--- src/rtl/if_id_stage.sv ---
// IF/ID pipeline register with immediate-field splitter for the 5-stage RV32I core.
// Captures the fetched PC/instruction, holds on stall, inserts a NOP bubble on flush,
// and presents the raw immediate fields plus a one-hot extension-control code to ID.
// Optional build macro: IFID_PERF_CNT_EN adds saturating stall/flush event counters.
module if_id_stage #(
  parameter int unsigned XLEN      = 32,
  parameter logic [31:0] NOP_INSTR = 32'h00000013,
  parameter logic [31:0] RESET_PC  = 32'h00000000
) (
  input  logic            clk,
  input  logic            rstn,
  input  logic            stall,
  input  logic            flush,
  input  logic            if_valid,
  input  logic [XLEN-1:0] if_pc,
  input  logic [XLEN-1:0] if_instr,
  output logic            id_valid,
  output logic [XLEN-1:0] id_pc,
  output logic [XLEN-1:0] id_pc_plus4,
  output logic [XLEN-1:0] id_instr,
  output logic [4:0]      iimm_shamt,
  output logic [11:0]     iimm,
  output logic [11:0]     simm,
  output logic [11:0]     bimm,
  output logic [19:0]     uimm,
  output logic [19:0]     jimm_jal,
  output logic [6:0]      ext_ctrl,
`ifdef IFID_PERF_CNT_EN
  output logic [31:0]     perf_stall_cnt,
  output logic [31:0]     perf_flush_cnt,
`endif
  output logic            id_illegal
);

  // Extension-control one-hot codes shared with the immediate extension unit.
  localparam logic [6:0] ExtShamt = 7'b0000001;
  localparam logic [6:0] ExtItype = 7'b0000010;
  localparam logic [6:0] ExtStype = 7'b0000100;
  localparam logic [6:0] ExtUtype = 7'b0001000;
  localparam logic [6:0] ExtBtype = 7'b0010000;
  localparam logic [6:0] ExtJal   = 7'b0100000;
  localparam logic [6:0] ExtNone  = 7'b0000000;

  // RV32I base opcodes.
  localparam logic [6:0] OpImm    = 7'b0010011;
  localparam logic [6:0] OpLoad   = 7'b0000011;
  localparam logic [6:0] OpJalr   = 7'b1100111;
  localparam logic [6:0] OpStore  = 7'b0100011;
  localparam logic [6:0] OpLui    = 7'b0110111;
  localparam logic [6:0] OpAuipc  = 7'b0010111;
  localparam logic [6:0] OpBranch = 7'b1100011;
  localparam logic [6:0] OpJal    = 7'b1101111;
  localparam logic [6:0] OpReg    = 7'b0110011;
  localparam logic [6:0] OpSystem = 7'b1110011;
  localparam logic [6:0] OpFence  = 7'b0001111;

  // funct3 values selecting the shift-immediate forms of OP-IMM.
  localparam logic [2:0] F3Sll = 3'b001;
  localparam logic [2:0] F3Srx = 3'b101;

  localparam logic [XLEN-1:0] PcStep = XLEN'(4);

  logic            valid_q;
  logic [XLEN-1:0] pc_q;
  logic [XLEN-1:0] instr_q;

  logic [6:0]      opcode;
  logic [2:0]      funct3;
  logic [6:0]      ext_ctrl_d;
  logic            opcode_known;

  // Pipeline register: flush beats stall, stall holds everything, otherwise capture IF.
  always_ff @(posedge clk or negedge rstn) begin
    if (!rstn) begin
      valid_q <= 1'b0;
      pc_q    <= RESET_PC;
      instr_q <= NOP_INSTR;
    end else if (flush) begin
      // PC is left alone on purpose; only the instruction becomes a bubble.
      valid_q <= 1'b0;
      instr_q <= NOP_INSTR;
    end else if (!stall) begin
      valid_q <= if_valid;
      pc_q    <= if_pc;
      instr_q <= if_valid ? if_instr : NOP_INSTR;
    end
  end

  assign opcode = instr_q[6:0];
  assign funct3 = instr_q[14:12];

  // Map the registered opcode to its extension format and flag unknown opcodes.
  always_comb begin
    ext_ctrl_d   = ExtNone;
    opcode_known = 1'b1;
    case (opcode)
      OpImm: begin
        if ((funct3 == F3Sll) || (funct3 == F3Srx)) begin
          ext_ctrl_d = ExtShamt;
        end else begin
          ext_ctrl_d = ExtItype;
        end
      end
      OpLoad, OpJalr:               ext_ctrl_d = ExtItype;
      OpStore:                      ext_ctrl_d = ExtStype;
      OpLui, OpAuipc:               ext_ctrl_d = ExtUtype;
      OpBranch:                     ext_ctrl_d = ExtBtype;
      OpJal:                        ext_ctrl_d = ExtJal;
      OpReg, OpSystem, OpFence:     ext_ctrl_d = ExtNone;
      default: begin
        ext_ctrl_d   = ExtNone;
        opcode_known = 1'b0;
      end
    endcase
  end

  // Raw immediate fields; sign/zero extension happens downstream in ID.
  always_comb begin
    iimm_shamt = instr_q[24:20];
    iimm       = instr_q[31:20];
    simm       = {instr_q[31:25], instr_q[11:7]};
    bimm       = {instr_q[31], instr_q[7], instr_q[30:25], instr_q[11:8]};
    uimm       = instr_q[31:12];
    jimm_jal   = {instr_q[31], instr_q[19:12], instr_q[20], instr_q[30:21]};
  end

  assign id_valid    = valid_q;
  assign id_pc       = pc_q;
  assign id_pc_plus4 = pc_q + PcStep;
  assign id_instr    = instr_q;
  assign ext_ctrl    = ext_ctrl_d;
  // Bubbles and invalid slots never raise illegal-instruction.
  assign id_illegal  = valid_q & ~opcode_known;

`ifdef IFID_PERF_CNT_EN
  logic [31:0] stall_cnt_q;
  logic [31:0] flush_cnt_q;

  // Saturating event counters; a flush edge counts only as a flush even if stall is high.
  always_ff @(posedge clk or negedge rstn) begin
    if (!rstn) begin
      stall_cnt_q <= 32'd0;
      flush_cnt_q <= 32'd0;
    end else begin
      if (flush) begin
        if (flush_cnt_q != 32'hFFFFFFFF) begin
          flush_cnt_q <= flush_cnt_q + 32'd1;
        end
      end else if (stall) begin
        if (stall_cnt_q != 32'hFFFFFFFF) begin
          stall_cnt_q <= stall_cnt_q + 32'd1;
        end
      end
    end
  end

  assign perf_stall_cnt = stall_cnt_q;
  assign perf_flush_cnt = flush_cnt_q;
`endif

endmodule

--- config.mk ---
export PLATFORM = sky130hd
export DESIGN_NAME = if_id_stage
export DESIGN_NICKNAME = d
export VERILOG_FILES = /design/src/rtl/if_id_stage.sv
export SDC_FILE = /design/constraint.sdc
export NUM_CORES = 1
export LEC_CHECK = 0
export ABC_CLOCK_PERIOD_IN_PS = 6200
export CORE_UTILIZATION = 30
export CTS_BUF_LIST = sky130_fd_sc_hd__clkbuf_2
export CTS_CLUSTER_SIZE = 8
export DETAILED_ROUTE_END_ITERATION = 6
export PLACE_DENSITY = 0.7
export SYNTH_ARGS = -nofsm -noshare
export SYNTH_HDL_FRONTEND = slang
export SYNTH_SLANG_ARGS = --single-unit
--- constraint.sdc ---
create_clock -name clk -period 6.2 [get_ports clk]
set_clock_uncertainty 0.05 [all_clocks]
set_input_delay 1.55 -clock clk [delete_from_list [all_inputs] [get_ports clk]]
set_output_delay 1.55 -clock clk [all_outputs]
set_load 0.01 [all_outputs]
=== Word level (Yosys, flattened, before mapping) ===
Cells that the tools add are included.

* $add $sub $neg: 1
* Eq/ne operators: 14
* Multiplexer cells: 8
* Bitwise operators: 4
* Reduce and logical (&&, ||, !) cells: 5

{| class="wikitable"
|+ Operator list
! operator !! number
|-
| 32-bit two-way mux || 3
|-
| 7-bit case mux with 6 select lines || 1
|-
| 32-bit by 3-bit adder with 32-bit output (second input constant) || 1
|-
| 7-bit equality test (second input constant) || 4
|-
| 7-bit by 6-bit equality test with 1-bit output (second input constant) || 3
|-
| 7-bit by 5-bit equality test with 1-bit output (second input constant) || 2
|-
| 11-bit OR reduction || 1
|-
| 7-bit by 2-bit equality test with 1-bit output (second input constant) || 1
|-
| 7-bit by 4-bit equality test with 1-bit output (second input constant) || 1
|-
| 2-bit OR reduction || 2
|-
| 3-bit by 1-bit equality test with 1-bit output (second input constant) || 1
|-
| 3-bit equality test (second input constant) || 1
|-
| 1-bit two-way mux || 3
|-
| 1-bit inverter || 3
|-
| 2-bit two-way mux || 1
|-
| 2-bit by 1-bit != test with 1-bit output (second input constant) || 1
|-
| 2-bit AND reduction || 1
|-
| 1-bit bitwise AND || 1
|-
| 1-bit logical OR || 1
|}

* Register bits after elaboration: 65
* Input bits: 69
* Word-level logic and storage cells: 35

=== Logic depth before layout (Yosys ltp) ===
* Depth after elaboration: 5
* Mapped depth: 6
* Mapped depth without buffers: 4

=== Least setup slack after synthesis ===
No wires, ideal clock.

* Path kind: flip-flop to output port
* From: register pc_q[4], in the netlist id_pc[4]
* To: output id_pc_plus4[27]
* Arrival time: 1597 ps
* Required time: 4600 ps
* Path slack: 3003 ps
* Stages on the path, launching flop included: 6
* Buffers on the path: 1
* Path through: dfrtp_1 > and4_1 > buf_6 > nand4_4 > or4_4 > xnor2_2

* Cells in the longest elaborated chain, start to end: 1

{| class="wikitable"
|+ Ends and longest elaborated chain
! what !! RTL line !! RTL
|-
| from (decl) || 64 || <nowiki>logic [XLEN-1:0] pc_q;</nowiki>
|-
| from (signal assigned) || 84 || <nowiki>pc_q <= if_pc;</nowiki>
|-
| 32-bit by 3-bit adder with 32-bit output || 129 || <nowiki>assign id_pc_plus4 = pc_q + PcStep;</nowiki>
|-
| to (decl) || 19 || <nowiki>output logic [XLEN-1:0] id_pc_plus4,</nowiki>
|}

No other way between the ends.

=== Worst setup path in the final report ===
Same ends and word-level chain as after synthesis.

==> results by group <==
Status
  – Outcome: finished clean

Synth
  – Unique masters post-synth: 43
  – Main flop type after synthesis: dfrtp_1
  – Mapped cell area: around 3800 um2
  – Syn_nets: ~420
  – Syn avg cell area: around 11 um2
  – EDFF count, synth: 0
  – Post-synthesis sequential area ratio: 0.435
  – Syn Inst Count: 348
  – Async set-reset flop share out of synthesis: 1.00
  – Seq cells post-synth: 65
  – Ys Warns: 0

GRT
  – Global route overflow: 0
  – First-pass GRT wire length: about 16 mm
  – All-Layer GR Usage: 0.160
  – Largest net degree at the start of global routing: 66
  – Vias in the first global route: approximately 3000
  – Initial antenna violation count: 0

Timing
  – Worst Max-Slew Pin Slew: ~1.1 ns
  – Setup violators final: 0
  – Max-slew headroom: 0.265
  – Tmin final: between 4 and 5 ns
  – Fmax: 226 MHz
  – Fin. max-slew vios: 0
  – Unrepaired setup endpoints after global routing: no
  – Tcrit/Tclk final: 0.713
  – Post-route setup TNS: 0 ns
  – Hold slack: between 0.4 and 0.5 ns
  – Fin. Hold Viols: 0

Clocking
  – Reg clk slew, reported paths: approximately 0.17 ns
  – CTS buffer count: 9
  – Skew-Pair Late Insertion Delay: between 0.4 and 0.5 ns
  – # H-tree levels: 3
  – Sink Count: between 60 and 70
  – Hold_buf cts: 0
  – Maximum clock insertion buffer count: 2
  – # Post-CTS Setup Buffers: 0
  – CTS tree: done
  – CTS-repair resized insts: 0
  – Clk root buf: clkbuf_2

Worst setup path
  – Arr. time, crit path: 2.82 ns
  – Setup CP Type: reg -> out
  – R2R Setup Slk: approximately 5.3 ns
  – CP max FO: 7
  – Required time of the critical path: between 4 and 5 ns
  – Worst-path cell chain: and4_1, nand4_4, or4_4, xnor2_2, clkdlybuf4s50_1
  – Slowest-stage cell, CP: clkdlybuf4s50_1
  – Family with the most delay on the worst path: simple AND/OR/NAND/NOR gates
  – CP Capture Type: output pin
  – WP buf/inv: 1
  – R2r worst-path depth: 1
  – CP startpoint kind: flop
  – Worst r2r src: id_pc[17]
  – Max stage delay on crit path: approximately 0.57 ns
  – RR Endpoint: id_pc[17]

Floorplanning
  – Die Height: around 110 um
  – Die width: about 110 um
  – Rows: 40
  – Placeable Area: 12100 um2
  – Initial core utilization: 0.310
  – Die area: ~13000 um2
  – Io pins: between 200 and 300

Drt
  – DR WL met3: ~790 um
  – Routed Wire Length: about 11 mm
  – Remaining antenna violation count: 0
  – Vias/cell: between 4 and 5
  – Max Used Layer: met4
  – Post-route DRC: 0
  – Number of detailed-route iterations in the first pass: 4
  – Initial DRC Count: 85
  – Met2 WL: about 5.4 mm
  – Wire length per cell: approximately 15 um
  – Met1 Wirelength: 4.27 mm
  – DR vias: 3135

Final layout
  – Cell Count, Final, Fillers Out: 690
  – Layout area overhead: 57.9%
  – Fill count: 1115
  – Ant diodes: 0
  – Layout cells sized above 1: 0.115
  – Final-stage net count: 587
  – Final Cell Area: ~5900 um2

Placed design
  – Placed Area: between 5000 and 6000 um2
  – Port-buffer cells: approximately 250
  – Final Wtd Congestion: ~0.8
  – Placed insts: 674
  – Detailed Place HPWL: about 8.0 mm

Min path
  – Hold_sp: id_valid
  – Worst hold path class: reg -> reg
  – Hold Path Depth: 2
  – Worst hold endpoint: id_valid

Power
  – Total Power: 1.16 mW
  – PwrDens: 195 nW/um2
  – Leak: between 2 and 2.5 nW
  – VDD IR-drop max: approximately 0.00015 V

Flow run
  – Max Cap Viol: 0
[tightest hold or removal path: cells and delay by family, from the launching register on]
family	cells	cell delay (ns)
simple gates	2	0.12
flops	1	0.41
[per-layer routing]
layer | global-route usage | vias up
met2 | 0.282 | 136
met3 | 0.0510 | 11
li1 | - | 1472
met4 | 0.0494 | 0
met5 | 0 | -
met1 | 0.185 | 1516
[stage by stage]
step                 util  setup WS, ns
finish              0.489          1.78
global route        0.489          1.57
CTS                 0.489          1.68
detailed placement  0.481          2.22
global placement    0.481          2.28
floorplan               -          3.00
[synth_stat cells (2+ instances only)]
master | n | share of area
xor2_1 | 11 | 0.026
nand3b_1 | 3 | 0.0060
xnor2_1 | 16 | 0.037
a21oi_1 | 2 | 0.0027
nor4_1 | 3 | 0.0050
nor2b_1 | 2 | 0.0033
nand2_1 | 20 | 0.020
dfrtp_1 | 62 | 0.41
nor2_1 | 7 | 0.0070
buf_2 | 3 | 0.0040
a22o_1 | 28 | 0.065
nand2b_1 | 2 | 0.0033
dfstp_2 | 3 | 0.021
mux2_2 | 28 | 0.084
buf_4 | 85 | 0.17
inv_1 | 5 | 0.0050
o22a_1 | 3 | 0.0070
nand3_1 | 11 | 0.015
nand4_4 | 2 | 0.011
o21ai_0 | 5 | 0.0067
and3_1 | 2 | 0.0033
clkbuf_1 | 9 | 0.0090
nor3_1 | 9 | 0.012
and4_1 | 3 | 0.0070
and2_1 | 2 | 0.0033
nand4_1 | 5 | 0.0083
[cell families after synthesis]
group	synth area share
AO/OA/AOI/OAI	0.0884
XOR/XNOR	0.0674
adder cells (fa/ha/maj)	0.00334
buffers and inverters	0.191
flip-flops	0.435
multiplexers	0.0841
other	0.00100
AND/OR/NAND/NOR	0.130
[report_power, final]
part	total [mW]	switching [mW]	internal [mW]
clock	0.241	0.149	0.0924
sequential	0.520	0.0566	0.463
combinational	0.396	0.149	0.247
[cell type report]
type                       count  area (um2)  area share
multi-input combinational    180        1410       0.239
tap                          168         210      0.0355
inverter                       5        18.8     0.00317
clock inverter                 5        46.3     0.00781
timing repair buffer         256        2550       0.430
sequential                    65        1630       0.275
clock buffer                  11        55.1     0.00929
[placed cells by master, fill, tap and decap left out, drive strengths merged, types with 2 or more instances in the layout]
cell type	netlist	layout
clkdlybuf4s50	0	252
dfrtp	62	62
a22o	28	28
mux2	28	28
nand2	20	20
xnor2	17	17
nand3	12	12
xor2	11	11
clkbuf	9	11
nor3	9	9
nor2	7	7
nand4	7	7
inv	5	5
o21ai	5	5
and4	5	5
clkinv	0	4
buf	89	4
and2	4	4
nand3b	3	3
nor4	3	3
o22a	3	3
dfstp	3	3
and3	2	2
a21oi	2	2
nand2b	2	2
nor2b	2	2
[how the worst max path moves through the flow]
| stage | end | depth (start not counted) | slack, ns | start |
|---|---|---|---|---|
| 2_1_floorplan | id_pc_plus4[27] | 5 | 3.00 | id_pc[4] |
| 3_3_place_gp | id_instr[21] | 5 | 2.28 | flush |
| 3_5_place_dp | id_instr[20] | 5 | 2.22 | flush |
| 4_1_cts | id_pc_plus4[27] | 5 | 1.68 | id_pc[4] |
| 5_1_grt | id_pc_plus4[27] | 5 | 1.57 | id_pc[4] |
| 6_report | id_pc_plus4[27] | 5 | 1.78 | id_pc[4] |
[flip-flops by register name, summed over array words and instances, names as in the netlist]
name / count
id_instr: 32
id_pc: 32
id_valid: 1
(Power assumes the default switching activity.)
